<file path="src/rtl/pkt_stream_if.sv">
// pkt_stream_if: framed 64-bit packet stream with a write-qualify/ready handshake.
interface pkt_stream_if #(
  parameter int DATA_WIDTH = 64,
  parameter int CTRL_WIDTH = DATA_WIDTH / 8
);
  logic [DATA_WIDTH-1:0] out_data;
  logic [CTRL_WIDTH-1:0] out_ctrl;
  logic                  out_wr;
  logic                  out_rdy;
  modport master (output out_data, output out_ctrl, output out_wr, input out_rdy);
  modport slave (input out_data, input out_ctrl, input out_wr, output out_rdy);
endinterface

</file>
<file path="src/rtl/pkt_stream_gen.sv">
// pkt_stream_gen: framed packet source with optional pattern injection at a chosen word index.
module pkt_stream_gen #(
  parameter int DATA_WIDTH = 64,
  parameter int CTRL_WIDTH = DATA_WIDTH / 8,
  parameter int MIN_BYTES  = 60,
  parameter int MAX_BYTES  = 2048
) (
  input  logic        clk,
  input  logic        reset,
  input  logic        gen_en_i,
  input  logic [15:0] pkt_len_bytes_i,
  input  logic [15:0] num_pkts_i,
  input  logic [7:0]  gap_cycles_i,
  input  logic [15:0] dst_port_i,
  input  logic [15:0] src_port_i,
  input  logic        inject_en_i,
  input  logic [10:0] inject_idx_i,
  input  logic [63:0] inject_pattern_i,
  pkt_stream_if.master out_if,
  output logic        busy_o,
  output logic        run_done_o,
  output logic [31:0] pkts_sent_o
);
  localparam logic [15:0] MIN_L = 16'(MIN_BYTES);
  localparam logic [15:0] MAX_L = 16'(MAX_BYTES);
  typedef enum logic [2:0] {IDLE, HDR, BODY, GAP, HALT} state_t;
  typedef struct packed {
    logic [15:0] len;
    logic [11:0] w;
    logic [15:0] num;
    logic [7:0]  gap;
    logic [15:0] dst;
    logic [15:0] src;
    logic        inj;
    logic [10:0] idx;
    logic [63:0] pat;
  } cfg_t;
  state_t                state_q, state_d;
  cfg_t                  cfg_q, cfg_d, cfg_in;
  logic                  valid_q, valid_d, run_done_q, run_done_d;
  logic [DATA_WIDTH-1:0] data_q, data_d;
  logic [CTRL_WIDTH-1:0] ctrl_q, ctrl_d;
  logic [11:0]           wc_q, wc_d, nk;
  logic [7:0]            gcnt_q, gcnt_d;
  logic [15:0]           run_q, run_d, run_nx, l_in;
  logic [31:0]           pkts_q, pkts_d;
  logic [2:0]            last_sh;
  logic                  xfer, last_x, gap_end, done;
  function automatic logic [63:0] hdr(input cfg_t c);
    return {c.dst, 4'h0, c.w, c.src, c.len};
  endfunction
  assign l_in = pkt_len_bytes_i < MIN_L ? MIN_L : pkt_len_bytes_i > MAX_L ? MAX_L : pkt_len_bytes_i;
  assign cfg_in = '{len: l_in, w: 12'(l_in[15:3]) + 12'(|l_in[2:0]), num: num_pkts_i,
                    gap: gap_cycles_i, dst: dst_port_i, src: src_port_i, inj: inject_en_i,
                    idx: inject_idx_i, pat: inject_pattern_i};
  assign out_if.out_data = data_q;
  assign out_if.out_ctrl = ctrl_q;
  assign out_if.out_wr   = valid_q & out_if.out_rdy;
  assign busy_o          = state_q inside {HDR, BODY, GAP};
  assign run_done_o      = run_done_q;
  assign pkts_sent_o     = pkts_q;
  assign xfer    = valid_q & out_if.out_rdy;
  assign nk      = wc_q + 12'd1;
  assign last_sh = 3'd0 - cfg_q.len[2:0];
  assign last_x  = state_q == BODY && xfer && wc_q == cfg_q.w;
  assign run_nx  = run_q + 16'(last_x);
  assign done    = cfg_q.num != 16'd0 && run_nx == cfg_q.num;
  assign gap_end = (last_x && cfg_q.gap == 8'd0) || (state_q == GAP && gcnt_q == cfg_q.gap - 8'd1);
  always_comb begin
    state_d    = state_q;
    cfg_d      = cfg_q;
    valid_d    = valid_q;
    data_d     = data_q;
    ctrl_d     = ctrl_q;
    wc_d       = wc_q;
    gcnt_d     = gcnt_q;
    run_d      = run_q;
    pkts_d     = pkts_q;
    run_done_d = 1'b0;
    case (state_q)
      IDLE: if (gen_en_i) begin
        state_d = HDR;
        cfg_d   = cfg_in;
        wc_d    = '0;
      end
      HDR: if (!valid_q) begin
        valid_d = 1'b1;
        data_d  = hdr(cfg_q);
        ctrl_d  = 8'hFF;
      end else if (xfer) state_d = BODY;
      BODY: if (last_x) begin
        state_d = GAP;
        valid_d = 1'b0;
        pkts_d  = pkts_q + 32'd1;
        run_d   = run_nx;
        gcnt_d  = '0;
      end
      GAP: gcnt_d = gcnt_q + 8'd1;
      HALT: if (!gen_en_i) begin
        state_d = IDLE;
        run_d   = '0;
      end
      default: state_d = IDLE;
    endcase
    // header transfer and every non-final body transfer load the next payload word
    if (xfer && (state_q == HDR || (state_q == BODY && !last_x))) begin
      wc_d   = nk;
      data_d = cfg_q.inj && {1'b0, cfg_q.idx} == nk ? cfg_q.pat : {pkts_q, 16'h0, 4'h0, nk};
      ctrl_d = nk == cfg_q.w ? 8'd1 << last_sh : 8'h00;
    end
    if (gap_end) begin
      if (done) begin
        state_d    = HALT;
        run_done_d = 1'b1;
      end else if (gen_en_i) begin
        state_d = HDR;
        cfg_d   = cfg_in;
        valid_d = 1'b1;
        data_d  = hdr(cfg_in);
        ctrl_d  = 8'hFF;
        wc_d    = '0;
      end else state_d = IDLE;
    end
  end
  always_ff @(posedge clk or posedge reset) begin
    if (reset) begin
      state_q    <= IDLE;
      cfg_q      <= '0;
      valid_q    <= 1'b0;
      data_q     <= '0;
      ctrl_q     <= '0;
      wc_q       <= '0;
      gcnt_q     <= '0;
      run_q      <= '0;
      pkts_q     <= '0;
      run_done_q <= 1'b0;
    end else begin
      state_q    <= state_d;
      cfg_q      <= cfg_d;
      valid_q    <= valid_d;
      data_q     <= data_d;
      ctrl_q     <= ctrl_d;
      wc_q       <= wc_d;
      gcnt_q     <= gcnt_d;
      run_q      <= run_d;
      pkts_q     <= pkts_d;
      run_done_q <= run_done_d;
    end
  end
endmodule

</file>
<file path="src/flat_wrapper.sv">
// flat-port wrapper written by rule: the top's interface ports become plain ports
module pkt_stream_gen_flat 
#(
  parameter int DATA_WIDTH = 64,
  parameter int CTRL_WIDTH = DATA_WIDTH / 8,
  parameter int MIN_BYTES  = 60,
  parameter int MAX_BYTES  = 2048
)
  (clk, reset, gen_en_i, pkt_len_bytes_i, num_pkts_i, gap_cycles_i, dst_port_i, src_port_i, inject_en_i, inject_idx_i, inject_pattern_i, busy_o, run_done_o, pkts_sent_o, out_if_out_data, out_if_out_ctrl, out_if_out_wr, out_if_out_rdy);
  pkt_stream_if #(.DATA_WIDTH(DATA_WIDTH), .CTRL_WIDTH(CTRL_WIDTH)) out_if_i ();
  input  logic clk;
  input  logic reset;
  input  logic gen_en_i;
  input  logic [15:0] pkt_len_bytes_i;
  input  logic [15:0] num_pkts_i;
  input  logic [7:0] gap_cycles_i;
  input  logic [15:0] dst_port_i;
  input  logic [15:0] src_port_i;
  input  logic inject_en_i;
  input  logic [10:0] inject_idx_i;
  input  logic [63:0] inject_pattern_i;
  output logic busy_o;
  output logic run_done_o;
  output logic [31:0] pkts_sent_o;
  output wire logic [$bits(out_if_i.out_data)-1:0] out_if_out_data;
  output wire logic [$bits(out_if_i.out_ctrl)-1:0] out_if_out_ctrl;
  output wire logic [$bits(out_if_i.out_wr)-1:0] out_if_out_wr;
  input wire logic [$bits(out_if_i.out_rdy)-1:0] out_if_out_rdy;
  assign out_if_out_data = out_if_i.out_data;
  assign out_if_out_ctrl = out_if_i.out_ctrl;
  assign out_if_out_wr = out_if_i.out_wr;
  assign out_if_i.out_rdy = out_if_out_rdy;
  pkt_stream_gen #(.DATA_WIDTH(DATA_WIDTH), .CTRL_WIDTH(CTRL_WIDTH), .MIN_BYTES(MIN_BYTES), .MAX_BYTES(MAX_BYTES)) u_core (.clk(clk), .reset(reset), .gen_en_i(gen_en_i), .pkt_len_bytes_i(pkt_len_bytes_i), .num_pkts_i(num_pkts_i), .gap_cycles_i(gap_cycles_i), .dst_port_i(dst_port_i), .src_port_i(src_port_i), .inject_en_i(inject_en_i), .inject_idx_i(inject_idx_i), .inject_pattern_i(inject_pattern_i), .out_if(out_if_i), .busy_o(busy_o), .run_done_o(run_done_o), .pkts_sent_o(pkts_sent_o));
endmodule
</file>
<file path="config.mk">
export PLATFORM = sky130hd
export DESIGN_NAME = pkt_stream_gen_flat
export DESIGN_NICKNAME = d
export VERILOG_FILES = /design/src/rtl/pkt_stream_if.sv /design/src/rtl/pkt_stream_gen.sv /design/src/flat_wrapper.sv
export SDC_FILE = /design/constraint.sdc
export NUM_CORES = 1
export LEC_CHECK = 0
export CAP_MARGIN = 20
export CORE_MARGIN = 5
export CORE_UTILIZATION = 30
export DETAILED_ROUTE_END_ITERATION = 8
export PLACE_DENSITY_LB_ADDON = 0.12
export RECOVER_POWER = 50
export SLEW_MARGIN = 10
export SYNTH_ARGS = -nofsm -noshare
export SYNTH_HDL_FRONTEND = slang
export SYNTH_SLANG_ARGS = --single-unit
export TNS_END_PERCENT = 20
</file>
<file path="constraint.sdc">
create_clock -name clk -period 12.7 [get_ports clk]
set_input_delay 2.54 -clock clk [delete_from_list [all_inputs] [get_ports clk]]
set_output_delay 2.54 -clock clk [all_outputs]
set_load 0.005 [all_outputs]
</file>
; Word level (Yosys, flattened, before mapping)
; Cells that the tools add are included.
; W data, S select, Z words.
[totals]
latch_bits = 0
output_inout_bits = 107
ff_bits = 305
ram_bits = 0
mem_count = 0
mem_bits_ro = 0
[classes]
n_div = 0
bitwise = 1
multipliers = 0
mux = 48
n_eq_ne = 17
n_lt_le_gt_ge = 2
reduce_logical = 22
add_sub_neg = 7
shifts = 1
[ops]
columns = op, n
row1 = $mux W160, 5
row2 = $mux W64, 7
row3 = $mux W12, 6
row4 = $mux W16, 4
row5 = $mux W8, 8
row6 = $add A32 B1 Y32 const B, 1
row7 = $pmux W16 S2, 1
row8 = $eq A12 B12 Y1, 2
row9 = $mux W3, 7
row10 = $add A16 B1 Y16, 1
row11 = $eq A16 B16 Y1, 1
row12 = $gt A16 B12 Y1 const B, 1
row13 = $lt A16 B6 Y1 const B, 1
row14 = $pmux W8 S2, 1
row15 = $reduce_bool A16 Y1, 1
row16 = $pmux W3 S5, 1
row17 = $add A12 B1 Y12, 1
row18 = $add A12 B1 Y12 const B, 1
row19 = $eq A11 B12 Y1, 1
row20 = $ne A3 B1 Y1 const B, 3
row21 = $add A8 B1 Y8 const B, 1
row22 = $eq A8 B8 Y1, 1
row23 = $logic_and A1 B1 Y1, 8
row24 = $logic_not A8 Y1, 1
row25 = 21 further kinds, 33

; Longest topological paths before layout
; Gate-level depths: netlist of run 1.
[logic_depth]
ltp_word = 11
mapped_depth = 19
mapped_depth_nobuf = 14

; Worst setup path after synthesis of run 1
; OpenSTA, ideal clock, no wires.
[synth_path]
kind = input to register
from = input out_if_out_rdy
to = register u_core.cfg_q[125] (netlist name)
cell_stages = 17
path_buffers = 4
setup_time_ps = 128
required_ps = 12572
t_arrival_ps = 6084
path_slack_ps = 6489
path_cell_list = nand3b_1 > or4_1 > nor4_2 > ha_1 > ha_1 > buf_2 > nand2_1 > or4_1 > a31oi_1 > nand4_1 > nor3_1 > a311oi_1 > buf_2 > a31oi_4 > buf_6 > buf_4 > mux2_1
[synth_rtl]
columns = item, line_no
row1 = from (decl), flat_wrapper.sv:28  ; input wire logic [$bits(out_if_i.out_rdy)-1:0] out_if_out_rdy;
row2 = to (signal assigned), pkt_stream_gen.sv:139  ; cfg_q <= cfg_d;
row3 = to (decl), pkt_stream_gen.sv:39  ; cfg_t cfg_q, cfg_d, cfg_in;

==> summary.txt, run 1 <==
number of enable-type register cells in the synthesized netlist -> 0
count of maximum capacitance violations -> 3
endpoint of the worst-slack reg-to-reg timing path -> u_core.cfg_q[49]
filler instances -> 5143
library cell used as clock root buffer -> sky130_fd_sc_hd__clkbuf_16
Min-Delay Startpoint -> u_core.cfg_q[156]
sequential fraction of design power -> 41.5%
number of sinks on the clock net -> 305
largest net degree at the start of global routing -> 131
via count of the first global-routing pass -> 12560
average footprint of a synthesized cell -> 10.70 um2
startpoint of the worst register-to-register path -> u_core.cfg_q[142]
Clock Skews -> 0.02997 ns
Die Outline Area -> 0.05711 mm2
setup-violating endpoint count in the final report -> 0
CP cell instances -> dlygate4sd3_1, clkinvlp_2, clkbuf_1
setup repair after global routing missed its margin -> no
cell with the most instances after synthesis -> sky130_fd_sc_hd__dfrtp_1
combinational family with the most area after synthesis -> multiplexers
fraction of power consumed by the clock network -> 29.4%
drt pass-1 iters -> 5
instance count of the mapped netlist -> 1470
synthesis-to-finish area growth -> 27.92%
post-synthesis cell area -> 0.01573 mm2
dominant cells by area after synthesis -> sky130_fd_sc_hd__dfrtp_1, sky130_fd_sc_hd__mux2i_1, sky130_fd_sc_hd__mux2_1
area share of the largest cell type after synthesis -> 48.52%
multiplexer fraction of the synthesized cell area -> 17.23%
post-route minimum period -> 8.762 ns
vertical die dimension -> 239.0 um
area occupied by multi-input gates -> 0.007552 mm2
Critical Path End Type -> asynchronous set/reset pin
final total negative setup slack -> 0 ns
Int Pwr -> 2553 uW
library cell contributing the largest single delay on the critical path -> sky130_fd_sc_hd__clkinvlp_2
final-stage net count -> 1848
core area -> 0.05224 mm2
number of input and output port buffers inserted -> 258
power per cell area -> 186.4 mW/mm2
Max-slew headroom -> -304.5%
num rows -> 84
transition at the pin with the smallest max-transition slack -> 6.068 ns
post-synthesis compound-gate area fraction -> 8.989%
number of top-level design ports -> 259
number of nets with antenna violations after detailed routing -> 0
chip width -> 239.0 um
fraction of the mapped netlist area in simple logic gates -> 14.50%
top achievable clock speed -> 0.1141 GHz
Num CTS Buffers -> 38
worst setup slack for register-to-register paths -> 5.92 ns
GRT overflow -> 0
DRC -> 0
Clk pin slew, worst setup/hold paths -> 0.06 ns
vias -> 12110
routed len/inst -> 20.56 um
destination of the worst hold path -> u_core.cfg_q[156]
worst-path maximum fanout -> 130
worst endpoint required time -> 12.73 ns
Register Area -> 0.007632 mm2
buffer count from post-CTS setup fixing -> 0
power dissipated by switching net loads -> 1197 uW
top_reg_cell synth -> sky130_fd_sc_hd__dfrtp_1
worst r2r path cells -> 16
kind of cell adding the most delay to the critical path -> buffers and inverters
violated checks -> max-capacitance violations, max-slew violations
max incr delay on CP -> 3.26 ns
number of register bits inferred by synthesis -> 305
sum of buffers and inverters on the critical path -> 3
Min-Delay Path Class -> reg -> reg
# H-tree levels -> 2
largest area contributor in the netlist -> sky130_fd_sc_hd__dfrtp_1
placed wire-length estimate after detailed placement -> 33330 um
count of synthesis-stage warnings from yosys -> 0
worst endpoint data arrival time -> 8.79 ns
FFs w/ async S/R, synth -> 100.0%
initial core utilization -> 30.11%
final-report hold violation count -> 0
DRC violation total after the first TritonRoute iteration -> 650
TritonCTS clock tree -> built
post-CTS sizing -> 0
routed wire length -> 49450 um
startpoint type of the worst setup path -> primary input
final max-slew violation count -> 220
fraction of final layout cells sized beyond drive strength 1 -> 9.399%
Clock Tree Buf Depth -> 3
post-synthesis xor/xnor area fraction -> 6.475%
worst hold slack -> 0.4846 ns
Synth top cells by count -> sky130_fd_sc_hd__dfrtp_1, sky130_fd_sc_hd__nand2_1, sky130_fd_sc_hd__mux2i_1, sky130_fd_sc_hd__mux2_1, sky130_fd_sc_hd__mux2_2
post-route clock period utilization -> 68.99%
Leak Pwr -> 0.008992 uW
worst voltage drop across the vdd grid -> 0.00007406 V
antenna violations before repair -> 9
post-synthesis net count -> 1630
number of hold buffers added after cts -> 0
Comb power frac -> 29.1%
average via count per standard cell -> 5.036
Switching Share -> 31.92%
clock network latency to the later pin of the worst-skew pair -> 0.56 ns
global-route wire length before repair -> 76050 um
overall routing resource usage -> 16.91%
cell depth of the worst hold path -> 1
adder-cell area share of the yosys netlist -> 0.6364%
status -> finished with violations
critical path start-end classification -> in -> async
number of distinct standard cells referenced by the synthesized netlist -> 64
placer's final routability congestion estimate -> 0.8280
register area share after synthesis -> 48.52%
[routing by layer]
metal / wire length, um / GRT usage [%] / vias up
met5: 74 / 0 / -
met4: 1182 / 4.721 / 10
met3: 3414 / 5.157 / 83
met2: 23110 / 27.32 / 276
met1: 21660 / 22.13 / 6018
li1: - / - / 5724
[cells in the final DEF (no fill, tap or decap), types with 6 or more instances in the layout]
| cell type | instances |
|---|---|
| sky130_fd_sc_hd__o31ai_1 | 15 |
| sky130_fd_sc_hd__ha_1 | 8 |
| sky130_fd_sc_hd__nor3b_1 | 10 |
| sky130_fd_sc_hd__nand2b_1 | 6 |
| sky130_fd_sc_hd__nand3_1 | 72 |
| sky130_fd_sc_hd__clkbuf_16 | 38 |
| sky130_fd_sc_hd__xor2_1 | 34 |
| sky130_fd_sc_hd__a2111oi_0 | 13 |
| sky130_fd_sc_hd__a221oi_1 | 10 |
| sky130_fd_sc_hd__dfrtp_1 | 305 |
| sky130_fd_sc_hd__nor2b_1 | 7 |
| sky130_fd_sc_hd__and2_1 | 20 |
| sky130_fd_sc_hd__inv_1 | 22 |
| sky130_fd_sc_hd__nand4_1 | 28 |
| sky130_fd_sc_hd__dlygate4sd3_1 | 107 |
| sky130_fd_sc_hd__and3_1 | 20 |
| sky130_fd_sc_hd__nand3b_1 | 13 |
| sky130_fd_sc_hd__clkdlybuf4s50_1 | 151 |
| sky130_fd_sc_hd__xnor2_1 | 72 |
| sky130_fd_sc_hd__buf_4 | 13 |
| sky130_fd_sc_hd__a21oi_1 | 52 |
| sky130_fd_sc_hd__o21ai_0 | 50 |
| sky130_fd_sc_hd__nor3_1 | 20 |
| sky130_fd_sc_hd__mux2i_1 | 93 |
| sky130_fd_sc_hd__or4_1 | 8 |
| sky130_fd_sc_hd__mux2_2 | 77 |
| sky130_fd_sc_hd__o22ai_1 | 17 |
| sky130_fd_sc_hd__nor4_1 | 19 |
| sky130_fd_sc_hd__o22a_1 | 6 |
| sky130_fd_sc_hd__a211oi_1 | 10 |
| sky130_fd_sc_hd__nand2_1 | 155 |
| sky130_fd_sc_hd__nor2_1 | 64 |
| sky130_fd_sc_hd__mux2_1 | 81 |
| sky130_fd_sc_hd__clkbuf_8 | 6 |
| sky130_fd_sc_hd__clkbuf_1 | 15 |
[power groups by stage]
stage / Sequential (uW) / Combinational [uW] / Clock (uW)
5_1_grt: 1600 / 1210 / 1180
3_3_place_gp: 1570 / 1110 / 0
3_5_place_dp: 1570 / 1130 / 0
6_report: 1550 / 1090 / 1100
2_1_floorplan: 1490 / 723 / 0
4_1_cts: 1560 / 1140 / 1150
[final cells by class]
type,count,area share [%]
Sequential cell,305,37.93
Multi-Input combinational cell,1043,37.54
Timing Repair Buffer,277,13.55
Clock buffer,55,5.342
Tap cell,688,4.278
Clock inverter,10,0.8768
Inverter,23,0.4353
Antenna cell,4,0.04975
[state kept, by name (all words and copies together) (netlist names)]
name / count
u_core.cfg_q: 160
u_core.out_if.out_data: 64
u_core.pkts_sent_o: 32
u_core.run_q: 16
u_core.wc_q: 12
u_core.gcnt_q: 8
u_core.out_if.out_ctrl: 8
u_core.state_q: 3
u_core.run_done_o: 1
u_core.valid_q: 1
[logic make-up after synthesis]
group | count (synthesis)
mux | 251
fa+ha+maj | 8
xor+xnor | 110
flops | 305
compound gates | 215
simple gates | 459
buf+inv | 122
[worst max-delay path by stage]
stage	slack (ns)	cells after the start	end	start
2_1_floorplan	1.73	1	u_core.cfg_q[0]	reset
3_3_place_gp	4.50	16	u_core.cfg_q[23]	out_if_out_rdy
3_5_place_dp	4.41	16	u_core.cfg_q[43]	out_if_out_rdy
4_1_cts	4.97	16	u_core.cfg_q[8]	out_if_out_rdy
5_1_grt	2.46	3	u_core.cfg_q[84]	reset
6_report	3.94	3	u_core.cfg_q[91]	reset
[stage by stage]
step	util (%)	std cells	total power (uW)	instance area (um2)	worst slack, ns
after floorplan	-	1470	2216	15730	1.729
after global placement	36.15	2335	2677	18880	4.496
after detailed placement	36.15	2335	2706	18880	4.410
after CTS	38.54	2400	3851	20130	4.971
after global routing	38.51	2403	3992	20120	2.456
final	38.52	2405	3750	20120	3.938
No activity file was read; power rests on OpenSTA's default activity.
==> run 2, diff against run 1 <==
- clock period: 12.7 -> 8.6 ns (I/O delays scaled with it)
==> run 2 against run 1 <==
  * The run still ends with max-capacitance violations, max-slew violations left
  * Sequential cell count unchanged
  * Die area unchanged
  * Total power increased by 46%
  * Register-to-register slack got worse by 3.4 ns
  * Clock power increased by 44%
  * Clock skew is 0.011 ns lower
  * First-iteration DRC count up 6.8%
  * Worst hold slack improved by 0.0057 ns
  * Setup slack got worse by 2.0 ns
  * Sequential power rose by 48%
  * Combinational power rose by 48%
  * Core utilization grew 0.10 points
  * Critical path type is now in -> reg
  * Largest cell class unchanged
  * Largest power group unchanged
==> summary.txt, run 2 (synthesis gave the netlist of run 1 again) <==
max incr delay on CP -> 0.61 ns
post-CTS sizing -> 0
placed wire-length estimate after detailed placement -> 33930 um
critical path start-end classification -> in -> reg
DRC violation total after the first TritonRoute iteration -> 694
Num CTS Buffers -> 39
number of nets with antenna violations after detailed routing -> 0
final-stage net count -> 1851
violated checks -> max-capacitance violations, max-slew violations
post-route clock period utilization -> 77.86%
TritonCTS clock tree -> built
final max-slew violation count -> 129
final total negative setup slack -> 0 ns
number of sinks on the clock net -> 305
post-route minimum period -> 6.696 ns
routed length on met2 -> 23920 um
buffer count from post-CTS setup fixing -> 0
Clock Tree Buf Depth -> 3
post-route met1 wirelength -> 22330 um
commonest cells after routing, fill and taps aside -> sky130_fd_sc_hd__dfrtp_1, sky130_fd_sc_hd__nand2_1, sky130_fd_sc_hd__clkdlybuf4s50_1
core area -> 0.05224 mm2
worst-path maximum fanout -> 24
number of flip-flops in the largest register -> 160
routed wire length -> 50160 um
global-route wire length before repair -> 77740 um
amount of wire on met3 after detailed routing -> 2891 um
endpoint of the worst-slack reg-to-reg timing path -> u_core.cfg_q[14]
drt pass-1 iters -> 5
library cell used as clock root buffer -> sky130_fd_sc_hd__clkbuf_16
worst endpoint data arrival time -> 7.13 ns
setup repair after global routing missed its margin -> no
transition at the pin with the smallest max-transition slack -> 3.532 ns
number of input and output port buffers inserted -> 258
worst setup path startpoint -> out_if_out_rdy
final-report hold violation count -> 0
power per cell area -> 271.9 mW/mm2
worst endpoint required time -> 9.03 ns
clock network latency to the later pin of the worst-skew pair -> 0.56 ns
antenna violations before repair -> 8
count of maximum capacitance violations -> 2
library cell contributing the largest single delay on the critical path -> sky130_fd_sc_hd__dlygate4sd3_1
vias -> 12120
num rows -> 84
fraction of final layout cells sized beyond drive strength 1 -> 9.779%
Min-Delay Path Class -> reg -> reg
startpoint of the worst register-to-register path -> u_core.cfg_q[142]
average via count per standard cell -> 5.031
GRT overflow -> 0
chip width -> 239.0 um
startpoint type of the worst setup path -> primary input
Largest Register -> u_core.cfg_q
DRC -> 0
Leak Pwr -> 0.009010 uW
vertical die dimension -> 239.0 um
placer's final routability congestion estimate -> 0.8403
Critical Path End Type -> flop
Highest Signal Layer -> met5
Max-slew headroom -> -135.5%
synthesis-to-finish area growth -> 28.26%
# H-tree levels -> 2
worst voltage drop across the vdd grid -> 0.0001252 V
routed len/inst -> 20.82 um
CP cell instances -> dlygate4sd3_1, nand3b_1, or4_1, nor4_1, ha_1, ha_1, nand2_1, or4_1, a31oi_1, nand4_1, nor3_1, a311oi_4, a31oi_4, buf_4, mux2_2
final core area utilization -> 38.62%
setup-violating endpoint count in the final report -> 0
number of top-level design ports -> 259
Clk pin slew, worst setup/hold paths -> 0.05 ns
Clock Skews -> 0.01896 ns
total chip power -> 5486 uW
worst r2r path cells -> 15
overall routing resource usage -> 17.30%
via count of the first global-routing pass -> 12570
worst setup slack for register-to-register paths -> 2.48 ns
filler instances -> 5116
largest net degree at the start of global routing -> 127
Worst Setup EP -> u_core.cfg_q[14]
worst hold slack -> 0.4903 ns
top achievable clock speed -> 0.1493 GHz
most common library cell in the layout ignoring fill and taps -> sky130_fd_sc_hd__dfrtp_1
Die Outline Area -> 0.05711 mm2
initial core utilization -> 30.11%
status -> finished with violations
number of hold buffers added after cts -> 0
[run 2: cell types whose count changed in the layout (fill, tap and decap cells not counted), moves of 2 or more]
| cell | delta |
|---|---|
| sky130_fd_sc_hd__buf_4 | -2 |
| sky130_fd_sc_hd__buf_12 | +5 |
| sky130_fd_sc_hd__clkbuf_2 | +2 |
| sky130_fd_sc_hd__clkinvlp_4 | +2 |
| sky130_fd_sc_hd__bufinv_16 | -4 |
| sky130_fd_sc_hd__clkbuf_8 | +4 |
[run 2: worst max-delay path: cells and delay by family]
| kind | cells | cell delay [ns] |
|---|---|---|
| buf+inv | 2 | 1.02 |
| simple gates | 7 | 2.57 |
| fa+ha+maj | 2 | 0.65 |
| mux | 1 | 0.38 |
| compound gates | 3 | 0.75 |
[run 2: metal layers]
metal  vias up  track usage, %
met5         -               0
met4        10           4.358
met3        70           4.719
met2       235           28.28
met1      6081           22.90
li1       5724               -
[run 2: how the worst min path moves through the flow]
stage	start	end	slack, ns	cells after the start
floorplan	u_core.cfg_q[156]	u_core.cfg_q[156]	0.45	1
global placement	u_core.cfg_q[88]	u_core.cfg_q[88]	0.47	1
detailed placement	u_core.cfg_q[106]	u_core.cfg_q[106]	0.48	1
CTS	u_core.cfg_q[79]	u_core.cfg_q[79]	0.49	1
global route	u_core.cfg_q[98]	u_core.cfg_q[98]	0.51	1
finish	u_core.cfg_q[79]	u_core.cfg_q[79]	0.49	1
[run 2: area by class of cell]
type                    count  area (um2)  area share, %
diodes                      3       7.507        0.03721
clock buffers              61        1159          5.743
clock inverters             7       63.81         0.3163
inverters                  23       90.09         0.4465
multi-input cells        1043        7559          37.47
flip-flops and latches    305        7632          37.83
well taps                 688       860.8          4.267
repair buffers            279        2803          13.89
[run 2: report_power, final]
part / internal, uW / switching (uW)
Combinational: 857 / 753
Clock: 925 / 652
Sequential: 1930 / 371
[run 2: metrics by stage]
| step | cells | setup slack (ns) | area (um2) |
|---|---|---|---|
| final | 2409 | 1.904 | 20170 |
| after global placement | 2338 | 1.723 | 18960 |
| after CTS | 2406 | 2.215 | 20190 |
| after global routing | 2408 | 1.311 | 20170 |
| after detailed placement | 2338 | 1.667 | 18960 |
| after floorplan | 1470 | 2.823 | 15730 |
